### src/rtl/mult_div_unit.sv
// mult_div_unit
// -----------------------------------------------------------------------------
// Multicycle HI/LO unit that sits beside the MIPS ALU. It is driven by the same
// ALUOp/ALUFunction pair as the ALU and recognises the R-type funct codes
// MULT/MULTU/DIV/DIVU/MFHI/MFLO/MTHI/MTLO.
//
// Multiplication is an iterative shift-add, and division is a restoring divide.
// Both retire one bit per clock and work on operand magnitudes. Signs are
// applied in a final FIX cycle, which also writes HI and LO together.
//
// Ports
//   clk          rising-edge clock
//   reset        asynchronous, active-low reset
//   Start        qualifies ALUOp/ALUFunction/operands this cycle
//   ALUOp[2:0]   must be 3'b111 (R-type) for any action
//   ALUFunction  funct field
//   ReadData1    rs operand (multiplicand / dividend / MTxx source)
//   ReadData2    rt operand (multiplier / divisor)
//   HI, LO       architectural HI/LO registers
//   MFResult     combinational: HI on MFHI, LO on MFLO, otherwise 0
//   Busy         operation in flight; the control unit must stall
//   Done         one-cycle pulse after HI/LO were written by a mult/div
//   DivByZero    one-cycle pulse with Done when the divisor was zero
// -----------------------------------------------------------------------------
module mult_div_unit #(
    parameter int WIDTH = 32
) (
    input  logic             clk,
    input  logic             reset,
    input  logic             Start,
    input  logic [2:0]       ALUOp,
    input  logic [5:0]       ALUFunction,
    input  logic [WIDTH-1:0] ReadData1,
    input  logic [WIDTH-1:0] ReadData2,
    output logic [WIDTH-1:0] HI,
    output logic [WIDTH-1:0] LO,
    output logic [WIDTH-1:0] MFResult,
    output logic             Busy,
    output logic             Done,
    output logic             DivByZero
);

    localparam int CNT_W = $clog2(WIDTH + 1);
    localparam logic [CNT_W-1:0] LAST_ITER = CNT_W'(WIDTH - 1);

    localparam logic [2:0] OP_RTYPE = 3'b111;
    localparam logic [5:0] F_MULT   = 6'b011000;
    localparam logic [5:0] F_MULTU  = 6'b011001;
    localparam logic [5:0] F_DIV    = 6'b011010;
    localparam logic [5:0] F_DIVU   = 6'b011011;
    localparam logic [5:0] F_MFHI   = 6'b010000;
    localparam logic [5:0] F_MTHI   = 6'b010001;
    localparam logic [5:0] F_MFLO   = 6'b010010;
    localparam logic [5:0] F_MTLO   = 6'b010011;

    typedef enum logic [1:0] {
        S_IDLE = 2'd0,
        S_RUN  = 2'd1,
        S_FIX  = 2'd2
    } state_t;

    state_t           state_q, state_d;
    logic [CNT_W-1:0] cnt_q, cnt_d;
    logic [WIDTH-1:0] hi_q, hi_d;
    logic [WIDTH-1:0] lo_q, lo_d;
    // For a multiply, acc_hi/acc_lo hold the running product; acc_lo starts as
    // the multiplier. For a divide, acc_hi holds the partial remainder and
    // acc_lo holds the dividend, which is shifted out as the quotient is
    // shifted in.
    logic [WIDTH-1:0] acc_hi_q, acc_hi_d;
    logic [WIDTH-1:0] acc_lo_q, acc_lo_d;
    logic [WIDTH-1:0] opnd_q, opnd_d;      // multiplicand or divisor magnitude
    logic             is_div_q, is_div_d;
    logic             neg_q, neg_d;        // negate product / quotient
    logic             rneg_q, rneg_d;      // negate remainder (dividend sign)
    logic             dbz_q, dbz_d;        // divisor was zero
    logic             done_q, done_d;
    logic             dbz_out_q, dbz_out_d;

    // Instruction decode
    logic             rtype;
    logic             op_md, op_div, op_signed;
    logic             a_neg, b_neg;
    logic [WIDTH-1:0] a_mag, b_mag;

    assign rtype     = Start && (ALUOp == OP_RTYPE);
    assign op_div    = (ALUFunction == F_DIV) || (ALUFunction == F_DIVU);
    assign op_md     = op_div || (ALUFunction == F_MULT) || (ALUFunction == F_MULTU);
    assign op_signed = (ALUFunction == F_MULT) || (ALUFunction == F_DIV);
    assign a_neg     = op_signed && ReadData1[WIDTH-1];
    assign b_neg     = op_signed && ReadData2[WIDTH-1];
    // The unsigned magnitude of MIN_INT is 2^(WIDTH-1), which is what the
    // two's-complement negation yields.
    assign a_mag     = a_neg ? (~ReadData1 + 1'b1) : ReadData1;
    assign b_mag     = b_neg ? (~ReadData2 + 1'b1) : ReadData2;

    // One iteration of the datapath
    logic [WIDTH:0]     add_sum;     // shift-add partial sum, includes carry
    logic [WIDTH:0]     rem_shift;   // remainder shifted left with next dividend bit
    logic [WIDTH:0]     rem_diff;
    logic [2*WIDTH-1:0] prod_mag, prod_fix;
    logic [WIDTH-1:0]   quo_fix, rem_fix;

    assign add_sum   = {1'b0, acc_hi_q} + (acc_lo_q[0] ? {1'b0, opnd_q} : '0);
    assign rem_shift = {acc_hi_q, acc_lo_q[WIDTH-1]};
    assign rem_diff  = rem_shift - {1'b0, opnd_q};
    assign prod_mag  = {acc_hi_q, acc_lo_q};
    assign prod_fix  = neg_q ? (~prod_mag + 1'b1) : prod_mag;
    assign quo_fix   = neg_q ? (~acc_lo_q + 1'b1) : acc_lo_q;
    assign rem_fix   = rneg_q ? (~acc_hi_q + 1'b1) : acc_hi_q;

    always_comb begin
        state_d   = state_q;
        cnt_d     = cnt_q;
        hi_d      = hi_q;
        lo_d      = lo_q;
        acc_hi_d  = acc_hi_q;
        acc_lo_d  = acc_lo_q;
        opnd_d    = opnd_q;
        is_div_d  = is_div_q;
        neg_d     = neg_q;
        rneg_d    = rneg_q;
        dbz_d     = dbz_q;
        done_d    = 1'b0;
        dbz_out_d = 1'b0;

        case (state_q)
            S_IDLE: begin
                if (rtype) begin
                    if (op_md) begin
                        cnt_d    = '0;
                        is_div_d = op_div;
                        neg_d    = a_neg ^ b_neg;
                        rneg_d   = a_neg;
                        dbz_d    = 1'b0;
                        acc_hi_d = '0;
                        state_d  = S_RUN;
                        if (op_div) begin
                            acc_lo_d = a_mag;
                            opnd_d   = b_mag;
                            if (ReadData2 == '0) begin
                                // Skip the iterations. HI receives the raw
                                // dividend in FIX.
                                dbz_d    = 1'b1;
                                acc_hi_d = ReadData1;
                                state_d  = S_FIX;
                            end
                        end else begin
                            acc_lo_d = b_mag;
                            opnd_d   = a_mag;
                        end
                    end else if (ALUFunction == F_MTHI) begin
                        hi_d = ReadData1;
                    end else if (ALUFunction == F_MTLO) begin
                        lo_d = ReadData1;
                    end
                end
            end

            S_RUN: begin
                cnt_d = cnt_q + 1'b1;
                if (is_div_q) begin
                    // Restoring step: keep the difference only if it is
                    // non-negative.
                    if (!rem_diff[WIDTH]) begin
                        acc_hi_d = rem_diff[WIDTH-1:0];
                        acc_lo_d = {acc_lo_q[WIDTH-2:0], 1'b1};
                    end else begin
                        acc_hi_d = rem_shift[WIDTH-1:0];
                        acc_lo_d = {acc_lo_q[WIDTH-2:0], 1'b0};
                    end
                end else begin
                    // Add the multiplicand into the upper half when the
                    // multiplier LSB is set. Then shift the 2*WIDTH-bit
                    // product right, keeping the carry.
                    acc_hi_d = add_sum[WIDTH:1];
                    acc_lo_d = {add_sum[0], acc_lo_q[WIDTH-1:1]};
                end
                if (cnt_q == LAST_ITER) begin
                    state_d = S_FIX;
                end
            end

            S_FIX: begin
                if (dbz_q) begin
                    hi_d = acc_hi_q;
                    lo_d = '1;
                end else if (is_div_q) begin
                    hi_d = rem_fix;
                    lo_d = quo_fix;
                end else begin
                    hi_d = prod_fix[2*WIDTH-1:WIDTH];
                    lo_d = prod_fix[WIDTH-1:0];
                end
                done_d    = 1'b1;
                dbz_out_d = dbz_q;
                state_d   = S_IDLE;
            end

            default: state_d = S_IDLE;
        endcase
    end

    always_ff @(posedge clk or negedge reset) begin
        if (!reset) begin
            state_q   <= S_IDLE;
            cnt_q     <= '0;
            hi_q      <= '0;
            lo_q      <= '0;
            acc_hi_q  <= '0;
            acc_lo_q  <= '0;
            opnd_q    <= '0;
            is_div_q  <= 1'b0;
            neg_q     <= 1'b0;
            rneg_q    <= 1'b0;
            dbz_q     <= 1'b0;
            done_q    <= 1'b0;
            dbz_out_q <= 1'b0;
        end else begin
            state_q   <= state_d;
            cnt_q     <= cnt_d;
            hi_q      <= hi_d;
            lo_q      <= lo_d;
            acc_hi_q  <= acc_hi_d;
            acc_lo_q  <= acc_lo_d;
            opnd_q    <= opnd_d;
            is_div_q  <= is_div_d;
            neg_q     <= neg_d;
            rneg_q    <= rneg_d;
            dbz_q     <= dbz_d;
            done_q    <= done_d;
            dbz_out_q <= dbz_out_d;
        end
    end

    // The move-from path is a plain read of the architectural registers, so it
    // stays valid while an operation is in flight.
    always_comb begin
        MFResult = '0;
        if (ALUOp == OP_RTYPE) begin
            if (ALUFunction == F_MFHI) begin
                MFResult = hi_q;
            end else if (ALUFunction == F_MFLO) begin
                MFResult = lo_q;
            end
        end
    end

    assign HI        = hi_q;
    assign LO        = lo_q;
    assign Busy      = (state_q != S_IDLE);
    assign Done      = done_q;
    assign DivByZero = dbz_out_q;

endmodule

### config.mk
export PLATFORM = sky130hd
export DESIGN_NAME = mult_div_unit
export DESIGN_NICKNAME = d
export VERILOG_FILES = /design/src/rtl/mult_div_unit.sv
export SDC_FILE = /design/constraint.sdc
export NUM_CORES = 1
export LEC_CHECK = 0
export BUFFER_PORTS_ARGS = -buffer_cell sky130_fd_sc_hd__buf_2
export CORE_UTILIZATION = 50
export DETAILED_ROUTE_END_ITERATION = 8
export MAX_ROUTING_LAYER = met4
export PLACE_DENSITY_LB_ADDON = 0.12
export SLEW_MARGIN = 20
export SYNTH_ARGS = -nofsm -noshare
export SYNTH_HDL_FRONTEND = slang
export SYNTH_SLANG_ARGS = --single-unit
### constraint.sdc
create_clock -name clk -period 4.31 [get_ports clk]
set_input_delay 0.431 -clock clk [delete_from_list [all_inputs] [get_ports clk]]
set_output_delay 0.431 -clock clk [all_outputs]
set_load 0.02 [all_outputs]
After elaboration in Yosys (flattened, before gate mapping) --
Cells that the tools add are included.
Word-level totals: register bits 174, logic and storage cells 112
Cells by class: reduce and logical (&&, ||, !) cells 17, add/subtract/negate cells 8, multiplexer cells 49, eq/ne operators 19, bitwise gates (word level) 6
Operators by type and width (number):
- two-way mux 32 bit | 30
- one-hot mux 32 bit (2 select lines) | 4
- adder 32 x 1 -> 32 bit, second input constant | 4
- inverter 32 bit | 4
- adder 64 x 1 -> 64 bit, second input constant | 1
- two-way mux 64 bit | 1
- inverter 64 bit | 1
- == test 6 x 5 -> 1 bit, second input constant | 9
- adder 32 x 32 -> 33 bit | 1
- subtractor 33 x 32 -> 33 bit | 1
- zero test 32 bit | 1
- != test 2 bit, second input constant | 7
- two-way mux 6 bit | 2
- one-hot mux 6 bit (2 select lines) | 1
- two-way mux 2 bit | 5
- AND reduction 3 bit | 3
- adder 6 x 1 -> 6 bit, second input constant | 1
- nonzero test 2 bit | 3
- two-way mux 1 bit | 5
- AND reduction 5 bit | 1
- logical OR 1 bit | 4
- one-hot mux 2 bit (2 select lines) | 1
- AND reduction 4 bit | 1
- == test 3 bit, second input constant | 1
- other kinds (5) | 7

Longest topological paths before layout --
depth after elaboration 8, gate-level depth with buffers 14, depth with buffers taken out 12

Worst setup path before layout --
OpenSTA, ideal clock, no wires.
kind register to register, from reg acc_lo_q[0], to reg acc_hi_q[31], path buffers 1, clock period less this slack 3.090 ns, data arrival time 2.989 ns, stages on the path, launching flop included 13, data required time 4.209 ns, setup time 0.101 ns, path slack 1.220 ns, path through dfrtp_1 -> inv_1 -> buf_1 -> nor2_1 -> ha_1 -> and3_1 -> nand3_1 -> o311ai_0 -> a21o_1 -> a31oi_1 -> o221ai_1 -> nor2_1 -> nor4_1
Between the ends: longest elaborated chain between the ends 4
Ends and longest elaborated chain:
- start: declaration | RTL line 71 | logic [WIDTH-1:0] acc_lo_q, acc_lo_d;
- start signal: assignment | RTL line 225 | acc_lo_q <= acc_lo_d;
- two-way mux 32 bit | RTL line 104 | assign add_sum = {1'b0, acc_hi_q} + (acc_lo_q[0] ? {1'b0, opnd_q} : '0);
- adder 32 x 32 -> 33 bit | RTL line 104
- two-way mux 32 bit | RTL line 162 | if (is_div_q) begin
- one-hot mux 32 bit (2 select lines) | RTL line 127 | case (state_q)
- end signal: assignment | RTL line 224 | acc_hi_q <= acc_hi_d;
- end: declaration | RTL line 70 | logic [WIDTH-1:0] acc_hi_q, acc_hi_d;
Every way passes these cells. A chain may end at the register's enable or synchronous reset.

Worst setup path after layout --
from reg acc_lo_q[31], to reg acc_hi_q[13]
Between the ends: longest elaborated chain between the ends 4
Ends and longest elaborated chain:
- subtractor 33 x 32 -> 33 bit | RTL line 106 | assign rem_diff = rem_shift - {1'b0, opnd_q};
- two-way mux 32 bit | RTL line 165 | if (!rem_diff[WIDTH]) begin
- two-way mux 32 bit | RTL line 162
- one-hot mux 32 bit (2 select lines) | RTL line 127
Every way passes these cells.

==> flow_metrics.py <==
metrics = {
    "place": {
        "hpwl_mm": 51.98,
        "port-buffer-count": 174,
        "placed_cells_incl_taps": 2669,
        "place_area_sq_um": 17640,
        "place.gp.congestion": 1.032,
    },
    "worst_setup_path": {
        "cp_data_required_time_ns": 4.65,
        "critical_path.cell_chain": "inv_1, ha_1, fa_1, nand2b_1, a21oi_1, buf_4, o2111ai_1, nand3_2, o211a_4, o211ai_4, buf_12, mux2_2, a21oi_1, nor3_1",
        "cp-end-kind": "flop",
        "data_arrival_at_the_endpoint_of_the_critical_path_ns": 4.30,
        "cp.buffers_inverters": 3,
        "timing.critical_path.max_delay_family": "compound AO/OA/AOI/OAI gates",
        "cpMostUsedCell": "sky130_fd_sc_hd__a21oi_1",
        "crit_type": "reg2reg",
        "start_kind": "flop",
        "worst_path_largest_cell_delay_ns": 0.50,
        "cp_max_fo": 28,
        "crit_slowest_cell": "sky130_fd_sc_hd__o211ai_4",
    },
    "yosys": {
        "register_bit_total_from_synthesis": 174,
        "netlist-cell-type-count": 87,
        "synthesized_netlist_net_count": 2297,
        "synth-seq-area-share_pct": 26.65,
        "async_flop_share_pct": 100.0,
        "post_synth_main_area_contributors": "sky130_fd_sc_hd__dfrtp_1 (27%), sky130_fd_sc_hd__o21ai_0 (6.5%), sky130_fd_sc_hd__nor2_1 (5.6%)",
        "yosysTopAreaCellShare_pct": 26.65,
        "synth_cells": 2150,
        "netlist_area_sq_um": 16340,
        "yosysTopAreaCell": "sky130_fd_sc_hd__dfrtp_1",
        "average_instance_area_after_synthesis_sq_um": 7.600,
        "synth_enable_flop_cells": 0,
        "yosysWarnings": 0,
        "synth_flop_cell": "sky130_fd_sc_hd__dfrtp_1",
    },
    "global_routing": {
        "grt_start_max_net_pins": 79,
        "grt_pass1_vias": 16420,
        "gr_usage_total_pct": 42.41,
        "antenna_found_initial": 0,
        "overflow": 0,
        "grt_first_pass_wirelength_mm": 101.7,
    },
    "finish": {
        "most_frequent_cells_in_the_layout": "sky130_fd_sc_hd__nor2_1 (243), sky130_fd_sc_hd__nand2_1 (227), sky130_fd_sc_hd__o21ai_0 (213)",
        "layout.nets": 2400,
        "most_common_cell_after_layout_fill_and_taps_aside": "sky130_fd_sc_hd__nor2_1",
        "area_growth_pct": 11.64,
        "layout.filler_cells": 3113,
        "finish.cell_count_without_fillers": 2704,
        "fin_area_sq_um": 18240,
        "ratio_of_cells_with_drive_above_1_in_the_final_layout_pct": 14.74,
    },
    "cts": {
        "post_cts_setup_bufs": 0,
        "cts.hold.buffers_added": 0,
        "cts_repair_resize_count": 0,
        "reg_clk_slew_reported_paths_ns": 0.08,
        "htree_num_levels": 4,
        "clock_latency_ns": 0.47,
        "numClockSinks": 174,
        "cts_tree": "built",
        "numCtsBuffers": 17,
        "clk_path_buf_depth": 2,
        "clock-root-buffer": "sky130_fd_sc_hd__clkbuf_16",
    },
    "detailed_routing": {
        "drtPass1Iterations": 6,
        "maxUsedRoutingLayer": "met4",
        "detail_route.drc_violations": 0,
        "routed_wire_length_per_instance_um": 25.41,
        "routed_via_density": 6.474,
        "dr_total_vias": 17510,
        "routedLengthMet1_mm": 27.21,
        "route.antenna.remaining_nets": 0,
        "met2WireLength_mm": 30.00,
        "met3_wirelength_mm": 6.882,
        "drtIter0Drc": 1838,
        "route.final.wire_length_mm": 68.70,
    },
    "timing": {
        "hold_ws_ns": 0.0002546,
        "tightestPinTransition_ns": 0.9232,
        "timing_hold_violations_final": 0,
        "setup_viol": 0,
        "finalWorstPathRequiredPeriod_ns": 3.963,
        "max_freq_mhz": 252.3,
        "slew_headroom_pct": 38.30,
        "final.period_utilization_pct": 91.94,
        "setup_total_negative_slack_ns": 0,
        "rsz0062_at_grt": "false",
        "timing.final.max_slew_violations": 0,
        "finClkSkew_ns": 0.01789,
    },
    "die": {
        "dieWidth_um": 182.8,
        "coreArea_sq_um": 31880,
        "placementRows": 65,
        "floorplan.die.height_um": 182.8,
        "starting_utilization_of_the_core_area_pct": 51.26,
        "top_level_ports": 175,
        "fp.dieArea_sq_um": 33410,
    },
    "job": {
        "maxCapViolCount": 0,
    },
    "outcome": {
        "outcome": "complete, no violations",
    },
    "power_and_ir_drop": {
        "power_per_cell_area_nw_per_um2": 653.2,
        "p_leak_uw": 0.008109,
        "vdd_drop_max_v": 0.0005411,
    },
    "min_path": {
        "hp-class": "in2async",
    },
}
-- routing by layer --
| metal | up-vias | track usage (%) |
|---|---|---|
| li1 | 7940 | - |
| met1 | 8339 | 51.64 |
| met2 | 1002 | 64.24 |
| met3 | 226 | 9.095 |
| met4 | 0 | 26.20 |
| met5 | - | - |
-- per-stage QoR --
stage                     total power (uW)  util, %  setup WS, ns
after CTS                            11720    57.20        0.4348
after global routing                 12610    57.20        0.1477
after global placement               10030    55.34        0.5550
after floorplan                       7787        -         1.220
after detailed placement             10100    55.34        0.4384
final                                11920    57.22        0.3472
-- synth_stat cells (5+ instances only) --
master                     count
sky130_fd_sc_hd__a211oi_1     22
sky130_fd_sc_hd__a21boi_0      5
sky130_fd_sc_hd__a21o_1       45
sky130_fd_sc_hd__a21oi_1     177
sky130_fd_sc_hd__a221o_1       5
sky130_fd_sc_hd__a221oi_1      8
sky130_fd_sc_hd__a22oi_1      25
sky130_fd_sc_hd__a31oi_1      41
sky130_fd_sc_hd__and2_1        8
sky130_fd_sc_hd__and3_1        7
sky130_fd_sc_hd__buf_1         9
sky130_fd_sc_hd__buf_2        11
sky130_fd_sc_hd__clkbuf_1    125
sky130_fd_sc_hd__dfrtp_1     174
sky130_fd_sc_hd__ha_1         69
sky130_fd_sc_hd__inv_1        63
sky130_fd_sc_hd__mux2_2       11
sky130_fd_sc_hd__mux2i_1      80
sky130_fd_sc_hd__nand2_1     228
sky130_fd_sc_hd__nand2b_1     21
sky130_fd_sc_hd__nand3_1      57
sky130_fd_sc_hd__nand4_1      18
sky130_fd_sc_hd__nor2_1      244
sky130_fd_sc_hd__nor2b_1      16
sky130_fd_sc_hd__nor3_1       34
sky130_fd_sc_hd__nor3b_1       5
sky130_fd_sc_hd__nor4_1       11
sky130_fd_sc_hd__nor4_4        5
sky130_fd_sc_hd__o211ai_1     13
sky130_fd_sc_hd__o21a_1       16
sky130_fd_sc_hd__o21ai_0     213
sky130_fd_sc_hd__o21ai_1      12
sky130_fd_sc_hd__o21bai_1      6
sky130_fd_sc_hd__o221ai_1      5
sky130_fd_sc_hd__o22ai_1      47
sky130_fd_sc_hd__o31ai_1      17
sky130_fd_sc_hd__o41ai_1      14
sky130_fd_sc_hd__or2_2         7
sky130_fd_sc_hd__or3_1        13
sky130_fd_sc_hd__or4_1        10
sky130_fd_sc_hd__xnor2_1     100
sky130_fd_sc_hd__xor2_1       68
-- logic make-up (layout without fill, tap and decap cells) --
logic type	after synthesis	count (layout)	synth area share, %
AOI/OAI and AO/OA	711	711	26.72
DFF	174	174	26.65
other	0	3	0
muxes	95	95	6.026
adders and majority gates	71	71	5.528
buffers and inverters	220	336	5.559
xor gates and xnor gates	168	168	9.005
and+or+nand+nor	711	711	20.52
-- path summary, 6_finish.rpt --
path | from | to | slack (ns) | cells past startpoint
setup / recovery | acc_lo_q[31] | acc_hi_q[13] | 0.35 | 14
hold / removal | reset | LO[26] | 0.0003 | 1
setup reg to reg | acc_lo_q[31] | acc_hi_q[13] | 0.35 | 14
hold reg to reg | opnd_q[22] | opnd_q[22] | 0.49 | 2
max in group asynchronous | reset | cnt_q[3] | 3.19 | 2
min in group clk | ReadData1[1] | acc_hi_q[1] | 0.34 | 3
-- area by class of cell --
| class | instances | area (sq um) | area share, % |
|---|---|---|---|
| multi-input cells | 1756 | 11110 | 60.88 |
| flip-flops and latches | 174 | 4355 | 23.88 |
| repair buffers | 240 | 1398 | 7.661 |
| well taps | 435 | 544.3 | 2.984 |
| clock buffers | 19 | 452.9 | 2.483 |
| inverters | 64 | 240.2 | 1.317 |
| clock inverters | 13 | 138.9 | 0.7613 |
| diodes | 3 | 7.507 | 0.04115 |
-- where the power goes --
group	switching, uW	internal, uW	total, uW	leakage (uW)
Combinational	4300	2880	7180	0.00581
Clock	819	806	1630	0.000293
Sequential	918	2200	3110	0.00200
Total	6040	5880	11900	0.00811
-- registers in the layout, summed over array words and instances (netlist names) --
register and cells:
state_q 2, acc_lo_q 32, acc_hi_q 32, Done 1, is_div_q 1, cnt_q 6
DivByZero 1, rneg_q 1, LO 32, neg_q 1, opnd_q 32, HI 32
dbz_q 1
Power figures use the tool's default switching activity.
